`src/rtl/i2c_bus_recovery.sv`:
```
// Multi-channel I2C bus recovery: clocks SCL until the slave frees SDA (bounded by
// MAX_PULSES), then drives a STOP. Each channel runs its own FSM and shares only ce.
module i2c_bus_recovery #(
  parameter int CHANNELS        = 1,
  parameter int MAX_PULSES      = 9,
  parameter int STRETCH_TIMEOUT = 0
) (
  input  logic                clk,
  input  logic                rst,
  input  logic                ce,
  input  logic [CHANNELS-1:0] start,
  input  logic [CHANNELS-1:0] sda,
  input  logic [CHANNELS-1:0] scl,
  output logic [CHANNELS-1:0] sda_out,
  output logic [CHANNELS-1:0] scl_out,
  output logic [CHANNELS-1:0] busy,
  output logic [CHANNELS-1:0] done,
  output logic [CHANNELS-1:0] fail
);

  localparam int PW = $clog2(MAX_PULSES + 1);
  localparam int SW = (STRETCH_TIMEOUT > 0) ? $clog2(STRETCH_TIMEOUT + 1) : 1;

  typedef enum logic [2:0] {
    IDLE,
    SCL_HIGH,
    SCL_LOW,
    STOP_SCL0,
    STOP_SDA0,
    STOP_SCL1
  } state_t;

  for (genvar g = 0; g < CHANNELS; g++) begin : g_ch
    state_t        state_q, state_d;
    logic [PW-1:0] pulse_q, pulse_d;
    logic [SW-1:0] stretch_q, stretch_d;
    logic [SW:0]   stretch_inc;
    logic          done_q, done_d;
    logic          fail_q, fail_d;

    assign stretch_inc = {1'b0, stretch_q} + (SW + 1)'(1);

    always_ff @(posedge clk) begin
      if (rst) begin
        state_q   <= IDLE;
        pulse_q   <= '0;
        stretch_q <= '0;
        done_q    <= 1'b0;
        fail_q    <= 1'b0;
      end else begin
        state_q   <= state_d;
        pulse_q   <= pulse_d;
        stretch_q <= stretch_d;
        done_q    <= done_d;
        fail_q    <= fail_d;
      end
    end

    always_comb begin
      state_d   = state_q;
      pulse_d   = pulse_q;
      stretch_d = stretch_q;
      done_d    = 1'b0;
      fail_d    = fail_q;
      if (start[g]) begin
        state_d   = SCL_HIGH;
        pulse_d   = '0;
        stretch_d = '0;
        fail_d    = 1'b0;
      end else if (ce) begin
        case (state_q)
          IDLE: state_d = IDLE;
          SCL_HIGH: begin
            // SDA is only trusted once SCL has really gone high on the wire
            if (!scl[g]) begin
              stretch_d = stretch_inc[SW-1:0];
              if ((STRETCH_TIMEOUT != 0) && (stretch_inc == (SW + 1)'(STRETCH_TIMEOUT))) begin
                state_d = IDLE;
                fail_d  = 1'b1;
                done_d  = 1'b1;
              end
            end else if (sda[g]) begin
              state_d = STOP_SCL0;
            end else if (pulse_q == PW'(MAX_PULSES)) begin
              state_d = IDLE;
              fail_d  = 1'b1;
              done_d  = 1'b1;
            end else begin
              state_d = SCL_LOW;
            end
          end
          SCL_LOW: begin
            pulse_d   = pulse_q + PW'(1);
            stretch_d = '0;
            state_d   = SCL_HIGH;
          end
          STOP_SCL0: state_d = STOP_SDA0;
          STOP_SDA0: state_d = STOP_SCL1;
          STOP_SCL1: begin
            state_d = IDLE;
            done_d  = 1'b1;
          end
          default: state_d = IDLE;
        endcase
      end
    end

    assign scl_out[g] = !(state_q inside {SCL_LOW, STOP_SCL0, STOP_SDA0});
    assign sda_out[g] = !(state_q inside {STOP_SDA0, STOP_SCL1});
    assign busy[g]    = (state_q != IDLE);
    assign done[g]    = done_q;
    assign fail[g]    = fail_q;
  end

endmodule

```
`config.mk`:
```
export PLATFORM = sky130hd
export DESIGN_NAME = i2c_bus_recovery
export DESIGN_NICKNAME = d
export VERILOG_FILES = /design/src/rtl/i2c_bus_recovery.sv
export SDC_FILE = /design/constraint.sdc
export NUM_CORES = 1
export LEC_CHECK = 0
export CAP_MARGIN = 5
export CORE_AREA = 3 3 40 42
export CTS_CLUSTER_SIZE = 12
export DETAILED_ROUTE_END_ITERATION = 16
export DIE_AREA = 0 0 43 45
export GPL_ROUTABILITY_DRIVEN = 0
export GPL_TIMING_DRIVEN = 1
export PLACE_DENSITY = 0.62
export SLEW_MARGIN = 10
export SYNTH_ARGS = -nofsm -noshare
export SYNTH_HDL_FRONTEND = slang
export SYNTH_SLANG_ARGS = --single-unit
export TNS_END_PERCENT = 30
```
`constraint.sdc`:
```
create_clock -name clk -period 2.5 [get_ports clk]
set_input_delay 0.5 -clock clk [delete_from_list [all_inputs] [get_ports clk]]
set_output_delay 0.5 -clock clk [all_outputs]
set_load 0.01 [all_outputs]
```
==> impl_metrics.json, run 1 <==
{
  "fillers": 134,
  "diodes": 0,
  "grt_max_degree": 11,
  "hold_path_class": "register to register",
  "num_io_pins": 11,
  "ir_worst_vdd_uv": 192.4,
  "wl_met3_um": 41,
  "dp.cells": 76,
  "critPathCaptureType": "output pin",
  "setup_tns_ns": 0,
  "crit_arrival_ns": 1.63,
  "postCtsHoldBufs": 0,
  "dp_hpwl_um": 708.2,
  "syn_area_per_cell_um2": 8.990,
  "r2r_slack_ns": 1.28,
  "topRoutingLayerUsed": "met4",
  "cts_root_buffer": "clkbuf_4",
  "period_minus_slack_ns": 2.126,
  "vias_per_cell": 5.063,
  "wl_met2_um": 404,
  "period_share_pct": 85.05,
  "first_pass_iters": 4,
  "syn_inst": 54,
  "mostFrequentLayoutCells": "10 x clkdlybuf4s50_1, 9 x dfxtp_1, 7 x nor2_1",
  "drc": 0,
  "stdcell_area_um2": 609.3,
  "num_rows": 13,
  "run_status": "finished clean",
  "syn_area_um2": 485.5,
  "cts_resized": 0,
  "grt_pass1_wl_um": 1587,
  "finalClockSkew_ns": 0.002196,
  "hold_viol": 0,
  "cp-start-kind": "register",
  "tightest_slew_ns": 0.3118,
  "drt-total-wl_um": 940,
  "area_growth_syn_to_layout_pct": 25.52,
  "nNetsFinal": 74,
  "clk_pin_slew_ns": 0.06,
  "drive_above_1_share_pct": 12.31,
  "timing.hold.ws_ns": 0.4759,
  "dpl_cell_area_um2": 583.1,
  "crit_required_ns": 2.00,
  "cts_tree": "yes",
  "critPathKind": "register to output pin",
  "crit_fanout": 9,
  "setup_viol": 0,
  "wire_per_inst_um": 11.75,
  "yosys_warnings": 0,
  "postCtsSetupBuffers": 0,
  "synth_cell_types": 29,
  "antenna_found_initial": 0,
  "cts.htree.levels": 1,
  "final_cells": 80,
  "slew_violations": 0,
  "start_util_pct": 37.78,
  "ant_nets": 0,
  "ys_seq_area_share_pct": 37.11,
  "overflow": 0,
  "layout_commonest_cell": "clkdlybuf4s50_1",
  "synth-seq-cells": 9,
  "clkLatencyLatePin_ns": 0.25,
  "synth_nets": 62,
  "power_density_mw_per_mm2": 475.5,
  "core_mm2": 0.001285,
  "drt_iter0_markers": 9,
  "die_h_um": 45,
  "p_leak_nw": 0.2319,
  "power.total_mw": 0.2897,
  "track_usage_pct": 10.77,
  "final_util_pct": 47.42,
  "max_cap_violations": 0,
  "die_x_um": 43,
  "fmax_mhz": 470.3,
  "pre_cts_slack_ns": 0.6490,
  "numClockSinks": 9,
  "cts_buffers": 3,
  "max_slew_margin_pct": 78.95,
  "port_buffers": 10,
  "num_vias": 405,
  "clockBufferDepth": 2,
  "grt_pass1_vias": 394,
  "m1WireLength_um": 487,
  "die_area_mm2": 0.001935,
  "fin_ws_ns": 0.3738,
  "rsz0062_at_grt": "no"
}
## worst max-delay path, stage by stage (launching register included)
cell and delay [ns]:
dfxtp_1 0.48, and2b_2 0.26, nor2_1 0.10, clkdlybuf4s50_1 0.53
## cell type report
cell class,count,area (um^2),share of cell area (%)
Clock buffer,4,26.28,4.312
Tap cell,15,18.77,3.080
Sequential cell,9,180.2,29.57
Multi-Input combinational cell,40,276.5,45.38
Inverter,2,7.507,1.232
Timing Repair Buffer,10,100.1,16.43
## layer usage
layer	up-vias	GRT usage, %
li1	219	-
met1	177	13.83
met2	7	17.07
met3	2	2.390
met4	0	5.422
met5	-	0
## kinds of logic after synthesis
group	synth area share [%]
XOR/XNOR	3.609
adder cells (fa/ha/maj)	5.154
flip-flops	37.11
multiplexers	2.062
buffers and inverters	5.928
AND/OR/NAND/NOR	28.87
AO/OA/AOI/OAI	17.27
## synth_stat cells, drive strengths merged
cell	instances	share of area, %
nand2b	1	1.3
nor2	7	5.4
a22o	1	1.8
ha	2	5.2
xnor2	1	1.8
nand4	2	3.9
nor4	1	1.3
inv	2	1.5
nor3	3	3.1
a211o	1	2.1
a32oi	1	1.8
and4bb	1	3.4
and2b	1	1.8
or2b	1	1.5
or3	2	2.8
buf	3	4.4
dfxtp	9	37
a211oi	4	6.2
a21oi	1	1.0
o21a	1	1.5
xor2	1	1.8
mux2i	1	2.1
nand2	4	3.1
o21ai	1	1.0
or2	1	1.3
o311ai	1	1.8
## worst paths after layout
check,from,end,cells after the start
hold / removal,g_ch[0].pulse_q[3]$_SDFFE_PP0P_,g_ch[0].pulse_q[3]$_SDFFE_PP0P_,2
setup reg to reg,g_ch[0].state_q[2]$_SDFFE_PP0P_,g_ch[0].pulse_q[2]$_SDFFE_PP0P_,3
setup / recovery,g_ch[0].state_q[2]$_SDFFE_PP0P_,scl_out,3
hold reg to reg,g_ch[0].pulse_q[3]$_SDFFE_PP0P_,g_ch[0].pulse_q[3]$_SDFFE_PP0P_,2
## sequential cells by signal, summed over array words and instances (netlist names)
name	flops
g_ch.state_q	3
fail	1
g_ch.pulse_q	4
done	1
## where the power goes
| group | internal [mW] | switching, mW |
|---|---|---|
| logic | 0.0170 | 0.0133 |
| registers | 0.145 | 0.00359 |
| clock network | 0.0614 | 0.0492 |
(Power assumes the default switching activity.)
==> inputs of run 2 (changes only) <==
--- a/config.mk
+++ b/config.mk
@@ -5,6 +5,7 @@
 export SDC_FILE = /design/constraint.sdc
 export NUM_CORES = 1
 export LEC_CHECK = 0
+export ABC_CLOCK_PERIOD_IN_PS = 1750
 export CAP_MARGIN = 5
 export CORE_AREA = 3 3 40 42
 export CTS_CLUSTER_SIZE = 12
@@ -12,7 +13,7 @@
 export DIE_AREA = 0 0 43 45
 export GPL_ROUTABILITY_DRIVEN = 0
 export GPL_TIMING_DRIVEN = 1
-export PLACE_DENSITY = 0.62
+export PLACE_DENSITY = 0.64
 export SLEW_MARGIN = 10
 export SYNTH_ARGS = -nofsm -noshare
 export SYNTH_HDL_FRONTEND = slang
==> constraint.sdc (replaced) <==
create_clock -name clk -period 1.75 [get_ports clk]
set_input_delay 0.35 -clock clk [delete_from_list [all_inputs] [get_ports clk]]
set_output_delay 0.35 -clock clk [all_outputs]
set_load 0.01 [all_outputs]
==> run 2 against run 1 <==
Against the previous run: wire length rose by 1.8%; utilization up 3.4 points; global-route usage rose by 0.75 points; setup slack got worse by 0.30 ns; first-iteration DRC count shrank 33%; via count up 6.2%; hold slack better by 0.00080 ns; critical endpoint is now sda_out.
==> impl_metrics.json, run 2 (synthesized netlist as in run 1, its figures left out) <==
{
  "ir_worst_vdd_uv": 326.1,
  "r2r-start": "g_ch[0].state_q[2]$_SDFFE_PP0P_",
  "finalClockSkew_ns": 0.001311,
  "core_mm2": 0.001285,
  "cp-start-kind": "register",
  "numClockSinks": 9,
  "cts_root_buffer": "clkbuf_4",
  "num_vias": 430,
  "grt_pass1_wl_um": 1690,
  "cts_resized": 3,
  "hold_viol": 0,
  "timing.hold.ws_ns": 0.4767,
  "drt-total-wl_um": 957,
  "run_status": "finished clean",
  "clk_pin_slew_ns": 0.06,
  "num_io_pins": 11,
  "wire_per_inst_um": 11.13,
  "critPathCaptureType": "output pin",
  "area_growth_syn_to_layout_pct": 34.54,
  "clockBufferDepth": 2,
  "track_usage_pct": 11.52,
  "cts_buffers": 3,
  "crit_required_ns": 1.40,
  "reg.largest.list": "g_ch.pulse_q: 4 flops, g_ch.state_q: 3 flops",
  "crit_start": "g_ch[0].state_q[2]$_SDFFE_PP0P_",
  "crit_buf_inv": 1,
  "cpPeakStageDelay_ns": 0.48,
  "period_minus_slack_ns": 1.680,
  "grt_pass1_vias": 401,
  "postCtsHoldBufs": 0,
  "largest_reg_flops": 4,
  "postCtsSetupBuffers": 0,
  "mostFrequentLayoutCells": "8 x dfxtp_1, 8 x clkdlybuf4s50_1, 7 x nor2_1",
  "die_h_um": 45,
  "ant_nets": 0,
  "antenna_found_initial": 0,
  "critPathTopFamily": "buffers and inverters",
  "fillers": 141,
  "hold_path_class": "register to register",
  "slowest_stage": "clkdlybuf4s50_1",
  "slew_violations": 0,
  "clkLatencyLatePin_ns": 0.26,
  "start_util_pct": 37.78,
  "nNetsFinal": 80,
  "crit_arrival_ns": 1.33,
  "die_area_mm2": 0.001935,
  "fmax_mhz": 595.3,
  "diodes": 0,
  "min_from": "g_ch[0].pulse_q[3]$_SDFFE_PP0P_",
  "num_rows": 13,
  "dp_hpwl_um": 749.7,
  "drt_iter0_markers": 6,
  "crit_fanout": 5,
  "crit_path_cell_trace": "or2b_1 > clkdlybuf4s50_1",
  "first_pass_iters": 4,
  "overflow": 0,
  "max_cap_violations": 0,
  "grt_max_degree": 8,
  "cts.htree.levels": 1,
  "setup_tns_ns": 0,
  "setup_viol": 0,
  "regMostFlops": "g_ch.pulse_q",
  "tightest_slew_ns": 0.2948,
  "p_leak_nw": 0.2628,
  "cts_tree": "yes",
  "die_x_um": 43,
  "port_buffers": 10,
  "period_share_pct": 95.99,
  "drive_above_1_share_pct": 21.13,
  "max_slew_margin_pct": 80.10,
  "power_density_mw_per_mm2": 648.0,
  "vias_per_cell": 5.000,
  "rsz0062_at_grt": "no",
  "drc": 0,
  "critPathKind": "register to output pin"
}
run 2: cell count changes in the layout (fill, tap and decap cells not counted), sizes merged:
cell / before / now
clkdlybuf4s50: 10 / 8
dlygate4sd2: 0 / 2
buf: 0 / 6
run 2: routing by layer:
| metal | global-route usage [%] | vias up | share of wire [%] |
|---|---|---|---|
| met2 | 17.37 | 10 | 43 |
| li1 | - | 231 | - |
| met5 | 0 | - | 0 |
| met1 | 15.05 | 186 | 48 |
| met3 | 2.390 | 3 | 5.9 |
| met4 | 7.229 | 0 | 2.3 |
run 2: stage by stage:
| stage | setup WS [ns] | cells | total power [mW] | area, um^2 | util, % |
|---|---|---|---|---|---|
| global placement | 0.1584 | 82 | 0.2686 | 628.1 | 48.88 |
| floorplan | 0.5177 | 54 | 0.2370 | 485.5 | - |
| global route | 0.02610 | 86 | 0.4369 | 653.1 | 50.83 |
| finish | 0.07012 | 86 | 0.4233 | 653.1 | 50.83 |
| CTS | 0.06057 | 86 | 0.4284 | 653.1 | 50.83 |
| detailed placement | 0.1522 | 82 | 0.2689 | 628.1 | 48.88 |
run 2: cell type report:
type                       instances  area [um^2]  area share [%]
multi-input combinational         40        276.5           42.34
sequential                         9        181.4           27.78
timing repair buffer              16        142.6           21.84
clock buffer                       4        26.28           4.023
tap                               15        18.77           2.874
inverter                           2        7.507           1.149
run 2: path summary, 6_finish.rpt:
kind	end	slack, ns	cells past startpoint
worst min-delay path	g_ch[0].pulse_q[3]$_SDFFE_PP0P_	0.48	2
worst max register to register	g_ch[0].pulse_q[3]$_SDFFE_PP0P_	0.53	4
worst max-delay path	sda_out	0.07	2
worst min register to register	g_ch[0].pulse_q[3]$_SDFFE_PP0P_	0.48	2
run 2: power by group:
part           total, mW  internal (mW)  switching (mW)
clock network      0.160         0.0879          0.0726
registers          0.209          0.208         0.00177
logic             0.0534         0.0295          0.0239
total              0.423          0.325          0.0982
run 2: worst reg2reg max path, delay by kind of cell, from the launching register on:
kind | cells | cell delay, ns
muxes | 1 | 0.13
and+or+nand+nor | 2 | 0.50
DFF | 1 | 0.33
buffers and inverters | 1 | 0.15
==> inputs of run 3 (changes only) <==
--- a/config.mk
+++ b/config.mk
@@ -5,15 +5,15 @@
 export SDC_FILE = /design/constraint.sdc
 export NUM_CORES = 1
 export LEC_CHECK = 0
-export ABC_CLOCK_PERIOD_IN_PS = 1750
+export ABC_CLOCK_PERIOD_IN_PS = 1570
 export CAP_MARGIN = 5
 export CORE_AREA = 3 3 40 42
-export CTS_CLUSTER_SIZE = 12
+export CTS_CLUSTER_SIZE = 20
 export DETAILED_ROUTE_END_ITERATION = 16
 export DIE_AREA = 0 0 43 45
 export GPL_ROUTABILITY_DRIVEN = 0
 export GPL_TIMING_DRIVEN = 1
-export PLACE_DENSITY = 0.64
+export PLACE_DENSITY = 0.62
 export SLEW_MARGIN = 10
 export SYNTH_ARGS = -nofsm -noshare
 export SYNTH_HDL_FRONTEND = slang
==> constraint.sdc (replaced) <==
create_clock -name clk -period 1.57 [get_ports clk]
set_input_delay 0.314 -clock clk [delete_from_list [all_inputs] [get_ports clk]]
set_output_delay 0.314 -clock clk [all_outputs]
set_load 0.01 [all_outputs]
==> run 3 against run 2 <==
Against the previous run: largest cell class unchanged; sequential share of layout area fell by 0.69 points; cell count rose by 4.7%; register-to-register slack got worse by 0.17 ns; hold slack improved by 0.00067 ns; sequential power rose by 11%; critical path depth did not move; clock skew fell by 0.0011 ns; first-iteration DRC count rose by 50%; count of clock-buffer cells in the layout did not move; wire length rose by 0.31%; global-route usage fell by 0.66 points; clock power rose by 12%.
==> impl_metrics.json, run 3 (synthesized netlist as in run 1, its figures left out) <==
{
  "run_status": "finished clean",
  "crit_arrival_ns": 1.17,
  "die_x_um": 43,
  "grt_pass1_vias": 411,
  "drive_above_1_share_pct": 30.67,
  "max_slew_margin_pct": 78.37,
  "ant_nets": 0,
  "grt_max_degree": 8,
  "critPathCaptureType": "output pin",
  "area_growth_syn_to_layout_pct": 38.92,
  "finalClockSkew_ns": 0.0001934,
  "clockPowerShare_pct": 37.7,
  "power.total_mw": 0.4764,
  "setup_tns_ns": 0,
  "cpPeakStageDelay_ns": 0.45,
  "cts.htree.levels": 1,
  "port_buffers": 10,
  "rsz0062_at_grt": "no",
  "first_pass_iters": 4,
  "clk_pin_slew_ns": 0.06,
  "vias_per_cell": 5.111,
  "period_minus_slack_ns": 1.483,
  "num_rows": 13,
  "setup_viol": 0,
  "core_mm2": 0.001285,
  "intPower_mw": 0.3663,
  "crit_required_ns": 1.26,
  "grt_pass1_wl_um": 1587,
  "p_seq_share_pct": 49.0,
  "combPwrFrac_pct": 13.3,
  "hold_viol": 0,
  "critPathKind": "register to output pin",
  "numClockSinks": 9,
  "max_cap_violations": 0,
  "switchingPower_mw": 0.1101,
  "wire_per_inst_um": 10.67,
  "num_vias": 460,
  "cts_tree": "yes",
  "ir_worst_vdd_uv": 328.4,
  "crit_path_cell_trace": "or3_2 > buf_2",
  "regMostFlops": "g_ch.pulse_q",
  "crit_buf_inv": 1,
  "die_h_um": 45,
  "mostFrequentLayoutCells": "11 x buf_4, 7 x nor2_1, 7 x dfxtp_1, 7 x clkdlybuf4s50_1",
  "power_density_mw_per_mm2": 706.4,
  "diodes": 0,
  "dpl_cell_area_um2": 650.6,
  "slowest_stage": "or3_2",
  "p_leak_nw": 0.2797,
  "period_share_pct": 94.47,
  "antenna_found_initial": 0,
  "overflow": 0,
  "timing.hold.ws_ns": 0.4774,
  "drt-total-wl_um": 960,
  "tightest_slew_ns": 0.3204,
  "dp_hpwl_um": 744.2,
  "nNetsFinal": 84,
  "clkLatencyLatePin_ns": 0.26,
  "drc": 0,
  "switching_share_pct": 23.11,
  "critPathTopFamily": "simple AND/OR/NAND/NOR gates",
  "crit_fanout": 2,
  "drt_iter0_markers": 9,
  "clockBufferDepth": 2,
  "num_io_pins": 11,
  "reg.largest.list": "g_ch.pulse_q: 4 flops, g_ch.state_q: 3 flops",
  "slew_violations": 0,
  "final_util_pct": 52.48,
  "layout_commonest_cell": "buf_4",
  "track_usage_pct": 10.86,
  "fmax_mhz": 674.2,
  "stdcell_area_um2": 674.4,
  "cp-start-kind": "register",
  "cts_root_buffer": "clkbuf_4",
  "die_area_mm2": 0.001935,
  "largest_reg_flops": 4,
  "hold_path_class": "register to register",
  "start_util_pct": 37.78,
  "cts_buffers": 3
}
==> run 3: cell count changes in the layout (fill, tap and decap cells not counted), sizes merged <==
cell           before  now
clkdlybuf4s50       8    7
buf                 6   12
dlygate4sd2         2    0
clkbuf              4    5
==> run 3: path summary, 6_finish.rpt <==
| path | slack (ns) | end | startpoint | depth (start not counted) |
|---|---|---|---|---|
| min | 0.48 | g_ch[0].pulse_q[3]$_SDFFE_PP0P_ | g_ch[0].pulse_q[3]$_SDFFE_PP0P_ | 2 |
| min reg2reg | 0.48 | g_ch[0].pulse_q[3]$_SDFFE_PP0P_ | g_ch[0].pulse_q[3]$_SDFFE_PP0P_ | 2 |
| max | 0.09 | busy | g_ch[0].state_q[0]$_SDFFE_PP0P_ | 2 |
| max reg2reg | 0.36 | g_ch[0].pulse_q[3]$_SDFFE_PP0P_ | g_ch[0].state_q[2]$_SDFFE_PP0P_ | 4 |
==> run 3: cell type report <==
cell class	instances	area [um^2]
Clock buffer	4	26.28
Fill cell	133	610.6
Timing Repair Buffer	20	162.7
Inverter	2	7.507
Multi-Input combinational cell	40	276.5
Tap cell	15	18.77
Sequential cell	9	182.7
==> run 3: repair_timing <==
| item | 4_1_cts | 5_1_grt |
|---|---|---|
| setup endpoints to repair | 3 | 2 |
| hold buffers | 0 | 0 |
| pin swaps | 0 | 1 |
| gates resized for setup | 6 | 5 |
| endpoints found under the hold margin | 0 | 0 |
| setup buffers | 0 | 1 |
==> run 3: stage by stage <==
| stage | setup WS, ns | cells |
|---|---|---|
| 6_report | 0.08678 | 90 |
| 5_1_grt | 0.04009 | 90 |
| 4_1_cts | -0.006685 | 89 |
| 3_5_place_dp | 0.02394 | 85 |
| 3_3_place_gp | 0.03084 | 85 |
| 2_1_floorplan | 0.3737 | 54 |
==> run 3: metal layers <==
layer  GRT usage, %  wire [um]  vias up
li1               -          -      237
met1          12.65        419      210
met2          18.86        461       11
met3          2.390         58        2
met4          5.422         21        0
met5              0          0        -
==> run 3: tightest hold or removal path, cell delays in order (launching register included) <==
cell     delay, ns
dfxtp_1       0.32
nand2_1       0.06
mux2i_1       0.06
==> run 3: power groups by stage <==
stage          logic [mW]  clock network (mW)  registers (mW)
2_1_floorplan      0.0246                   0           0.239
3_3_place_gp       0.0667                   0           0.238
3_5_place_dp       0.0665                   0           0.238
4_1_cts            0.0657               0.182           0.233
5_1_grt            0.0704               0.188           0.234
6_report           0.0636               0.179           0.233
